## src/rtl/hd63701_sci.sv

```systemverilog
// HD63701-style SCI: 8N1 async transmitter/receiver with an
// RMCR-selected bit rate and configurable-depth RX/TX FIFOs.
module hd63701_sci_fifo_q #(
    parameter int DEPTH = 4
) (
    input  logic       clk,
    input  logic       rst,
    input  logic       push,
    input  logic [7:0] din,
    input  logic       pop,
    output logic [7:0] head,
    output logic       empty,
    output logic       full
);
    localparam int PW = (DEPTH > 1) ? $clog2(DEPTH) : 1;
    localparam int CW = $clog2(DEPTH) + 1;

    logic [7:0]    mem [DEPTH];
    logic [PW-1:0] wp, rp;
    logic [CW-1:0] cnt;
    logic          push_ok, pop_ok;

    assign empty   = cnt == '0;
    assign full    = cnt == CW'(DEPTH);
    assign pop_ok  = pop && !empty;
    assign push_ok = push && (!full || pop_ok);
    assign head    = mem[rp];

    function automatic logic [PW-1:0] inc(input logic [PW-1:0] p);
        return (p == PW'(DEPTH - 1)) ? '0 : p + PW'(1);
    endfunction

    always_ff @(posedge clk) begin
        if (rst) begin
            wp  <= '0;
            rp  <= '0;
            cnt <= '0;
        end else begin
            if (push_ok) wp <= inc(wp);
            if (pop_ok) rp <= inc(rp);
            cnt <= cnt + CW'(push_ok) - CW'(pop_ok);
        end
    end

    always_ff @(posedge clk) begin
        if (push_ok) mem[wp] <= din;
    end
endmodule

module hd63701_sci_fifo #(
    parameter logic [15:0] BASE_ADDR  = 16'h0010,
    parameter int          DEPTH      = 4,
    parameter int          CLKS_PER_E = 2
) (
    input  logic        mcu_clx2,
    input  logic        mcu_rst,
    input  logic [15:0] mcu_ad,
    input  logic        mcu_wr,
    input  logic        mcu_rd,
    input  logic [7:0]  mcu_do,
    input  logic        rx,
    output logic        txd,
    output logic        te,
    output logic        irq,
    output logic        en_sci,
    output logic [7:0]  iod
);
    localparam int CW = $clog2(CLKS_PER_E * 4096) + 1;

    typedef enum logic [1:0] {S_IDLE, S_START, S_DATA, S_STOP} sci_st_t;

    logic [15:0] off;
    logic        sel_rmcr, sel_trcsr, sel_rdr, sel_tdr;
    logic        wr_rmcr, wr_trcsr, wr_tdr, rd_trcsr, rd_rdr;
    logic [7:0]  rmcr, rdr_hold, tdr_last;
    logic [4:1]  ctrl;
    logic        rie, re, tie;
    logic        orfe, clr_arm, orfe_set;
    logic        rdrf, tdre;

    logic [7:0]  rx_head, tx_head;
    logic        rx_empty, rx_full, tx_empty, tx_full;

    function automatic logic [CW-1:0] period(input logic [1:0] r);
        logic [CW-1:0] p;
        unique case (r)
            2'd0:    p = CW'(CLKS_PER_E * 16);
            2'd1:    p = CW'(CLKS_PER_E * 128);
            2'd2:    p = CW'(CLKS_PER_E * 1024);
            default: p = CW'(CLKS_PER_E * 4096);
        endcase
        return p;
    endfunction

    assign off       = mcu_ad - BASE_ADDR;
    assign en_sci    = off < 16'd4;
    assign sel_rmcr  = en_sci && off[1:0] == 2'd0;
    assign sel_trcsr = en_sci && off[1:0] == 2'd1;
    assign sel_rdr   = en_sci && off[1:0] == 2'd2;
    assign sel_tdr   = en_sci && off[1:0] == 2'd3;
    assign wr_rmcr   = mcu_wr && sel_rmcr;
    assign wr_trcsr  = mcu_wr && sel_trcsr;
    assign wr_tdr    = mcu_wr && sel_tdr;
    assign rd_trcsr  = mcu_rd && sel_trcsr;
    assign rd_rdr    = mcu_rd && sel_rdr;

    assign {rie, re, tie, te} = ctrl;
    assign rdrf = !rx_empty;
    assign tdre = !tx_full;

    // ---------------- receiver ----------------
    sci_st_t       rx_st, rx_nxt;
    logic          rx_s1, rx_s2, rx_d, rx_fall;
    logic [CW-1:0] rx_cnt, rx_per, rx_half, rx_last;
    logic [2:0]    rx_bit;
    logic [7:0]    rx_sh;
    logic          rx_clr, rx_shift, rx_push, rx_ferr;

    assign rx_fall = rx_d && !rx_s2;
    assign rx_half = (rx_per >> 1) - CW'(1);
    assign rx_last = rx_per - CW'(1);

    always_comb begin
        rx_nxt   = rx_st;
        rx_clr   = 1'b0;
        rx_shift = 1'b0;
        rx_push  = 1'b0;
        rx_ferr  = 1'b0;
        unique case (rx_st)
            S_IDLE: if (re && rx_fall) begin
                rx_nxt = S_START;
                rx_clr = 1'b1;
            end
            S_START: if (!re) rx_nxt = S_IDLE;
            else if (rx_cnt == rx_half) begin
                rx_clr = 1'b1;
                rx_nxt = rx_s2 ? S_IDLE : S_DATA;
            end
            S_DATA: if (!re) rx_nxt = S_IDLE;
            else if (rx_cnt == rx_last) begin
                rx_clr   = 1'b1;
                rx_shift = 1'b1;
                if (rx_bit == 3'd7) rx_nxt = S_STOP;
            end
            S_STOP: if (!re) rx_nxt = S_IDLE;
            else if (rx_cnt == rx_last) begin
                rx_nxt  = S_IDLE;
                rx_push = rx_s2;
                rx_ferr = !rx_s2;
            end
            default: rx_nxt = S_IDLE;
        endcase
    end

    always_ff @(posedge mcu_clx2) begin
        if (mcu_rst) begin
            {rx_s1, rx_s2, rx_d} <= 3'b111;
            rx_st  <= S_IDLE;
            rx_cnt <= '0;
            rx_per <= period(2'b00);
            rx_bit <= '0;
            rx_sh  <= '0;
        end else begin
            rx_s1  <= rx;
            rx_s2  <= rx_s1;
            rx_d   <= rx_s2;
            rx_st  <= rx_nxt;
            rx_cnt <= rx_clr ? '0 : rx_cnt + CW'(1);
            if (rx_clr) rx_per <= period(rmcr[1:0]);
            if (rx_st != S_DATA) rx_bit <= '0;
            else if (rx_shift) rx_bit <= rx_bit + 3'd1;
            if (rx_shift) rx_sh <= {rx_s2, rx_sh[7:1]};
        end
    end

    hd63701_sci_fifo_q #(.DEPTH(DEPTH)) u_rxq (
        .clk(mcu_clx2), .rst(mcu_rst),
        .push(rx_push), .din(rx_sh), .pop(rd_rdr),
        .head(rx_head), .empty(rx_empty), .full(rx_full)
    );

    // A same-cycle pop makes room, so only a stalled full FIFO overruns
    assign orfe_set = rx_ferr || (rx_push && rx_full && !(rd_rdr && rdrf));

    // ---------------- transmitter ----------------
    sci_st_t       tx_st, tx_nxt;
    logic [CW-1:0] tx_cnt, tx_per;
    logic [2:0]    tx_bit;
    logic [7:0]    tx_sh;
    logic          tx_tick, tx_pop, tx_shift, txd_nxt;

    assign tx_tick = tx_cnt == tx_per - CW'(1);

    always_comb begin
        tx_nxt   = tx_st;
        tx_pop   = 1'b0;
        tx_shift = 1'b0;
        txd_nxt  = txd;
        if (tx_tick) begin
            unique case (tx_st)
                S_IDLE: if (te && !tx_empty) begin
                    tx_pop  = 1'b1;
                    tx_nxt  = S_START;
                    txd_nxt = 1'b0;
                end
                S_START: begin
                    tx_nxt   = S_DATA;
                    tx_shift = 1'b1;
                    txd_nxt  = tx_sh[0];
                end
                S_DATA: if (tx_bit == 3'd7) begin
                    tx_nxt  = S_STOP;
                    txd_nxt = 1'b1;
                end else begin
                    tx_shift = 1'b1;
                    txd_nxt  = tx_sh[0];
                end
                S_STOP: if (te && !tx_empty) begin
                    tx_pop  = 1'b1;
                    tx_nxt  = S_START;
                    txd_nxt = 1'b0;
                end else begin
                    tx_nxt  = S_IDLE;
                    txd_nxt = 1'b1;
                end
                default: begin
                    tx_nxt  = S_IDLE;
                    txd_nxt = 1'b1;
                end
            endcase
        end
    end

    always_ff @(posedge mcu_clx2) begin
        if (mcu_rst) begin
            tx_st  <= S_IDLE;
            txd    <= 1'b1;
            tx_cnt <= '0;
            tx_per <= period(2'b00);
            tx_bit <= '0;
            tx_sh  <= '0;
        end else begin
            tx_st <= tx_nxt;
            txd   <= txd_nxt;
            if (tx_tick) begin
                tx_cnt <= '0;
                tx_per <= period(rmcr[1:0]);
            end else begin
                tx_cnt <= tx_cnt + CW'(1);
            end
            if (tx_pop) tx_sh <= tx_head;
            else if (tx_shift) tx_sh <= {1'b0, tx_sh[7:1]};
            if (tx_st == S_START) tx_bit <= '0;
            else if (tx_shift) tx_bit <= tx_bit + 3'd1;
        end
    end

    hd63701_sci_fifo_q #(.DEPTH(DEPTH)) u_txq (
        .clk(mcu_clx2), .rst(mcu_rst),
        .push(wr_tdr), .din(mcu_do), .pop(tx_pop),
        .head(tx_head), .empty(tx_empty), .full(tx_full)
    );

    // ---------------- registers ----------------
    always_ff @(posedge mcu_clx2) begin
        if (mcu_rst) begin
            rmcr     <= '0;
            ctrl     <= '0;
            orfe     <= 1'b0;
            clr_arm  <= 1'b0;
            rdr_hold <= '0;
            tdr_last <= '0;
            irq      <= 1'b0;
        end else begin
            if (wr_rmcr) rmcr <= mcu_do;
            if (wr_trcsr) ctrl <= mcu_do[4:1];
            if (wr_tdr) tdr_last <= mcu_do;
            if (rd_rdr && rdrf) rdr_hold <= rx_head;
            if (rd_trcsr) clr_arm <= 1'b1;
            else if (rd_rdr) clr_arm <= 1'b0;
            if (orfe_set) orfe <= 1'b1;
            else if (rd_rdr && clr_arm) orfe <= 1'b0;
            irq <= (rie && (rdrf || orfe)) || (tie && tdre);
        end
    end

    always_comb begin
        iod = '0;
        unique case (1'b1)
            sel_rmcr:  iod = rmcr;
            sel_trcsr: iod = {rdrf, orfe, tdre, ctrl, 1'b0};
            sel_rdr:   iod = rdrf ? rx_head : rdr_hold;
            sel_tdr:   iod = tdr_last;
            default:   iod = '0;
        endcase
    end
endmodule
```

## config.mk

```make
export PLATFORM = sky130hd
export DESIGN_NAME = hd63701_sci_fifo
export DESIGN_NICKNAME = d
export VERILOG_FILES = /design/src/rtl/hd63701_sci.sv
export SDC_FILE = /design/constraint.sdc
export NUM_CORES = 1
export LEC_CHECK = 0
export BUFFER_PORTS_ARGS = -buffer_cell sky130_fd_sc_hd__buf_2
export CORE_UTILIZATION = 60
export CTS_CLUSTER_DIAMETER = 40
export DETAILED_ROUTE_END_ITERATION = 10
export PLACE_DENSITY = 0.88
export SLEW_MARGIN = 10
export SYNTH_ARGS = -nofsm -noshare
export SYNTH_HDL_FRONTEND = slang
export SYNTH_HIERARCHICAL = 1
export SYNTH_SLANG_ARGS = --single-unit
export TNS_END_PERCENT = 1
```

## constraint.sdc

```tcl
create_clock -name mcu_clx2 -period 4.35 [get_ports mcu_clx2]
set_clock_uncertainty 0.05 [all_clocks]
set_input_delay 0.2175 -clock mcu_clx2 [delete_from_list [all_inputs] [get_ports mcu_clx2]]
set_output_delay 0.2175 -clock mcu_clx2 [all_outputs]
set_load 0.02 [all_outputs]
```

==> reports/results.txt, run 1 <==
status: finished clean
Mapped Cells: 745
setup violators final: 0
YS warnings: 6
IO Port Bufs: 40
Std-Cell Rows: 41
Hold Startpoint: mcu_do[2]
first-pass iteration count of the detailed router: 6
most frequent cells in the layout: 115 x dfxtp_1, 76 x nor2_1, 68 x nand2_1, 64 x edfxtp_1, 48 x a21oi_1
Die W: 117 um
Peak VDD IR: 0.368 mV
post-CTS setup buffers: 0
Crit Path Class: flip-flop to flip-flop
DRT iter0 DRCs: 492
clock root cell: clkbuf_16
first-pass GRT wire length: 28600 um
TritonCTS clock tree: done
critical path, cell by cell: inv_1 -> ha_1 -> ha_1 -> xnor2_1 -> or4b_2 -> nor4b_2 -> nor2b_1 -> and3_1 -> or2_2 -> nand2_1 -> ha_1 -> fa_1 -> xnor2_1 -> xnor2_1 -> nor2_1
DRC viols: 0
H-tree Lvls: 4
DP Wirelength: 11400 um
PD cells: 383 nW/um2
pin count of the biggest net entering global routing: 49
final hold vios: 0
Overflow after GRT: 0
max_slew headroom: 0.473
RSZ-0062 raised after global routing: false
FF/Latch Area: 4220 um2
total negative slack: 0 ns
final routed wire length divided by cell count: 18.1 um
Crit Path Max Fanout: 7
initial core utilization: 0.623
gpl congestion: 0.868
#FFs+latches synth: 179
crit path DAT: 4.32 ns
Routed Antenna Nets: 0
RR Startpoint: rx_per[5]
multi-input logic area: 3500 um2
share of cells above drive strength 1: 0.142
Worst-Margin Slew: 0.783 ns
FFs w/ async S/R, synth: 0
Fin Hold WS: 0.0204 ns
Vert. Die Dim: 117 um
CP endpoint kind: flip-flop
slowest CP cell: or4b_2
Mapped Area: 7990 um2
Critical path origin: rx_per[5]
Total GRT Usage: 0.263
initial antenna violation count: 1
vias per cell: 6.08
Core Area: 12800 um2
Synth-to-Final Area Change: 12.8%
Slew Viols, Final: 0
Hold Crit Class: primary input to flip-flop
routed vias: 5878
Final nets: 839
leakage: 3.36 nW
Clock Latency Late Sink: 0.43 ns
Final min period: 4.07 ns
Sink Count: 179
die footprint: 13800 um2
Worst path max stage delay: 0.64 ns
Post-synth EDFFs: 64
post-synthesis area per instance: 10.7 um2
Synth Net Count: 803
Tcrit/Tclk final: 0.935
f_max: 0.246 GHz
most common cell after layout, fill and taps aside: dfxtp_1
Max clock buf depth: 2
FILL cells: 849
I/O Pins: 41
number of max-cap violations: 0
top_reg_cell synth: dfxtp_1
Seq/Total Area, Yosys: 0.528
count of cell types in the netlist: 63
Num CTS Buffers: 17
Req. time, crit path: 4.61 ns
Reg clk slew, reported paths: 0.07 ns
startpoint types: flip-flop
number of global-route vias before repair: 5941
WL final: 17500 um
stage by stage:
step | std cells | cell area (um2) | total power [mW] | utilization | setup WS, ns
6_report | 967 | 9020 | 3.45 | 0.703 | 0.282
5_1_grt | 966 | 9010 | 3.55 | 0.703 | 0.0236
4_1_cts | 966 | 9000 | 3.48 | 0.702 | 0.157
3_5_place_dp | 928 | 8300 | 1.83 | 0.647 | 0.234
3_3_place_gp | 928 | 8300 | 1.82 | 0.647 | 0.418
2_1_floorplan | 745 | 7990 | 1.80 | - | 0.505
worst max-delay path, delay by kind of cell (launching register included):
family	cells	cell delay, ns
xor+xnor	3	0.47
fa+ha+maj	4	1.15
simple gates	7	1.72
flops	1	0.46
buf+inv	1	0.08
state kept, by name (all words and copies together) (netlist names), 3 cells and up, named ones only:
| register | flops |
|---|---|
| tx_per | 4 |
| u_txq/cnt | 3 |
| rmcr | 8 |
| rx_per | 4 |
| tx_bit | 3 |
| u_rxq/mem | 32 |
| rx_sh | 8 |
| u_txq/mem | 32 |
| rdr_hold | 8 |
| u_rxq/cnt | 3 |
| tdr_last | 8 |
| tx_sh | 8 |
| tx_cnt | 14 |
| ctrl | 4 |
| rx_bit | 3 |
| rx_cnt | 14 |
repair_timing:
item	in CTS	in global routing
endpoints found under the setup margin	0	2
hold endpoints to repair	15	0
hold buffers	6	0
gates resized for setup	0	1
layer usage:
metal | vias up | GRT usage | part of all wire
li1 | 2742 | - | -
met1 | 2849 | 0.287 | 0.38
met2 | 224 | 0.471 | 0.53
met3 | 63 | 0.0627 | 0.055
met4 | 0 | 0.140 | 0.038
met5 | - | 0 | 0
kinds of logic after synthesis:
family / synth area share
and+or+nand+nor: 0.172
DFF: 0.528
AOI/OAI and AO/OA: 0.0863
buffers and inverters: 0.0348
muxes: 0.0802
xor gates and xnor gates: 0.0507
adders and majority gates: 0.0473
report_power, final:
part	switching, mW	internal, mW
logic	0.0381	0.0213
registers	0.00497	1.73
clock network	0.627	1.03
total	0.670	2.78
path summary, 6_finish.rpt:
path | end | slack [ns] | cells after the start
max | u_rxq/cnt[2] | 0.28 | 15
min | u_txq/mem[1][2] | 0.02 | 1
max reg2reg | u_rxq/cnt[2] | 0.28 | 15
min reg2reg | rx_s2 | 0.36 | 1
layout make-up:
cell class	instances	share of cell area
Antenna cell	1	0.000278
Clock buffer	18	0.0487
Clock inverter	14	0.0230
Inverter	32	0.0133
Multi-Input combinational cell	499	0.388
Sequential cell	179	0.468
Tap cell	172	0.0239
Timing Repair Buffer	52	0.0339
synth_stat cells, drive strengths merged (7+ instances only):
| cell type | instances | share of area |
|---|---|---|
| o31ai | 7 | 0.0091 |
| inv | 32 | 0.015 |
| nand2 | 68 | 0.032 |
| nor2 | 77 | 0.036 |
| nor3 | 21 | 0.013 |
| mux2i | 28 | 0.035 |
| edfxtp | 64 | 0.24 |
| nor2b | 7 | 0.0055 |
| o21ai | 13 | 0.0081 |
| mux4 | 16 | 0.045 |
| nand2b | 7 | 0.0055 |
| dfxtp | 115 | 0.29 |
| a21oi | 50 | 0.032 |
| a211oi | 8 | 0.0075 |
| clkbuf | 24 | 0.011 |
| buf | 11 | 0.0083 |
| nand3 | 37 | 0.023 |
| ha | 27 | 0.042 |
| and3 | 14 | 0.011 |
| xor2 | 19 | 0.021 |
| xnor2 | 22 | 0.024 |
Note: power is estimated with default switching activity, not from simulation.
==> run 2, diff against run 1 <==
Settings changed: SLEW_MARGIN 10 to 30.
Clock period 4.35 ns to 4.5 ns, I/O delays scaled along.
==> run 2 against run 1 <==
- clock-buffer cell count increased by 1
- register-to-register slack improved by 0.07 ns
- wire length decreased by 2.8%
- via count decreased by 1.9%
- critical endpoint unchanged
- non-clock buffer count decreased by 5
- maximum frequency decreased by 2.0%
- clock power decreased by 10%
- cell count decreased by 0.62%
- utilization decreased by 0.66 points
- sequential power decreased by 3%
- largest power group unchanged
==> reports/results.txt, run 2 (synthesis gave the netlist of run 1 again) <==
status: finished clean
PD cells: 361 nW/um2
Worst-Margin Slew: 0.847 ns
Final nets: 834
I/O Pins: 41
Max clock buf depth: 2
Buf+Inv Stages, Crit Path: 1
RR Startpoint: rx_per[5]
crit path DAT: 4.39 ns
max_slew headroom: 0.435
Final min period: 4.15 ns
most frequent cells in the layout: 115 x dfxtp_1, 76 x nor2_1, 68 x nand2_1, 64 x edfxtp_1, 48 x a21oi_1
WL met2: 8820 um
Critical path origin: rx_per[5]
initial core utilization: 0.623
vias per cell: 6.00
startpoint types: flip-flop
share of cells above drive strength 1: 0.144
Metal-1 WL: 6760 um
Sink Count: 179
most common cell after layout, fill and taps aside: dfxtp_1
H-tree Lvls: 4
critical path, cell by cell: inv_1 -> ha_1 -> ha_1 -> xnor2_1 -> or4b_2 -> nor4b_2 -> nor2b_1 -> and3_1 -> or2_2 -> nand2_1 -> ha_1 -> fa_1 -> xnor2_1 -> xnor2_1 -> nor2_1
Tcrit/Tclk final: 0.922
IO Port Bufs: 40
clock root cell: clkbuf_16
DP Wirelength: 11700 um
Tot Pwr: 3.22 mW
die footprint: 13800 um2
Antenna Cells: 0
RSZ-0062 raised after global routing: false
Worst path max stage delay: 0.63 ns
DRC viols: 0
Num CTS Buffers: 17
pin count of the biggest net entering global routing: 51
Reg2Reg Setup Slack: 0.35 ns
critical path depth: 15
final hold vios: 0
Die W: 117 um
Crit Path Max Fanout: 7
Vert. Die Dim: 117 um
Hold Crit Class: primary input to flip-flop
met3 routed WL: 977 um
Worst path top cell family by delay: simple AND/OR/NAND/NOR gates
Reg clk slew, reported paths: 0.07 ns
Req. time, crit path: 4.74 ns
f_max: 0.241 GHz
TritonCTS clock tree: done
CP endpoint kind: flip-flop
Core Area: 12800 um2
Top Registers: u_rxq/mem: 32 flops, u_txq/mem: 32 flops
setup violators final: 0
Overflow after GRT: 0
slowest CP cell: or4b_2
Std-Cell Rows: 41
Register-to-Register Path Depth: 15
Clock Latency Late Sink: 0.43 ns
leakage: 3.32 nW
Max Used Layer: met4
Setup crit end: u_rxq/cnt[2]
Slew Viols, Final: 0
Total GRT Usage: 0.258
Routed Antenna Nets: 0
first-pass iteration count of the detailed router: 5
WL final: 17000 um
initial antenna violation count: 0
routed vias: 5764
first-pass GRT wire length: 28300 um
post-CTS setup buffers: 0
Peak VDD IR: 0.384 mV
final routed wire length divided by cell count: 17.7 um
gpl congestion: 0.841
DRT iter0 DRCs: 514
number of max-cap violations: 0
Worst R2R End: u_rxq/cnt[2]
Crit Path Class: flip-flop to flip-flop
number of global-route vias before repair: 5896
Synth-to-Final Area Change: 11.7%
total negative slack: 0 ns
run 2: cell type report:
class	count	area (um2)
Sequential cell	179	4220
Timing Repair Buffer	47	270
Multi-Input combinational cell	499	3500
Tap cell	172	215
Fill cell	845	3890
Clock inverter	13	145
Clock buffer	19	454
Inverter	32	120
run 2: per-stage QoR:
stage,setup slack (ns),util,hold slack [ns],cell area (um2),std cells
4_1_cts,0.257,0.696,0.000497,8920,961
6_report,0.349,0.696,0.0148,8930,961
3_3_place_gp,0.419,0.647,0.341,8300,927
2_1_floorplan,0.655,-,0.274,7990,745
5_1_grt,0.141,0.696,0.00404,8930,961
3_5_place_dp,0.323,0.648,0.348,8310,927
run 2: metal layers:
| layer | up-vias | track usage |
|---|---|---|
| met5 | - | 0 |
| met4 | 0 | 0.119 |
| met3 | 44 | 0.0579 |
| met2 | 217 | 0.450 |
| met1 | 2791 | 0.303 |
| li1 | 2712 | - |
run 2: worst min-delay path by stage:
stage / startpoint / to / cells after the start / slack [ns]
finish: mcu_do[7] / u_txq/mem[3][7] / 1 / 0.01
global route: mcu_do[7] / u_txq/mem[2][7] / 1 / 0.004
CTS: mcu_do[7] / u_txq/mem[3][7] / 1 / 0.0005
detailed placement: rx_s1 / rx_s2 / 1 / 0.35
global placement: rx_s1 / rx_s2 / 1 / 0.34
floorplan: mcu_do[0] / u_txq/mem[0][0] / 0 / 0.27
run 2: repair_timing:
item,4_1_cts,5_1_grt
setup endpoints to repair,0,1
resized for setup,0,1
hold endpoints to repair,5,0
hold buffers,2,0
run 2: report_power, final:
| part | internal (mW) | switching (mW) |
|---|---|---|
| clock | 0.857 | 0.633 |
| sequential | 1.67 | 0.00517 |
| combinational | 0.0188 | 0.0366 |
| total | 2.55 | 0.675 |
run 2: worst reg2reg max path: cells and delay by family, from the launching register on:
family	cells	cell delay (ns)
simple gates	7	1.77
flops	1	0.48
fa+ha+maj	4	1.16
xor+xnor	3	0.47
buf+inv	1	0.09
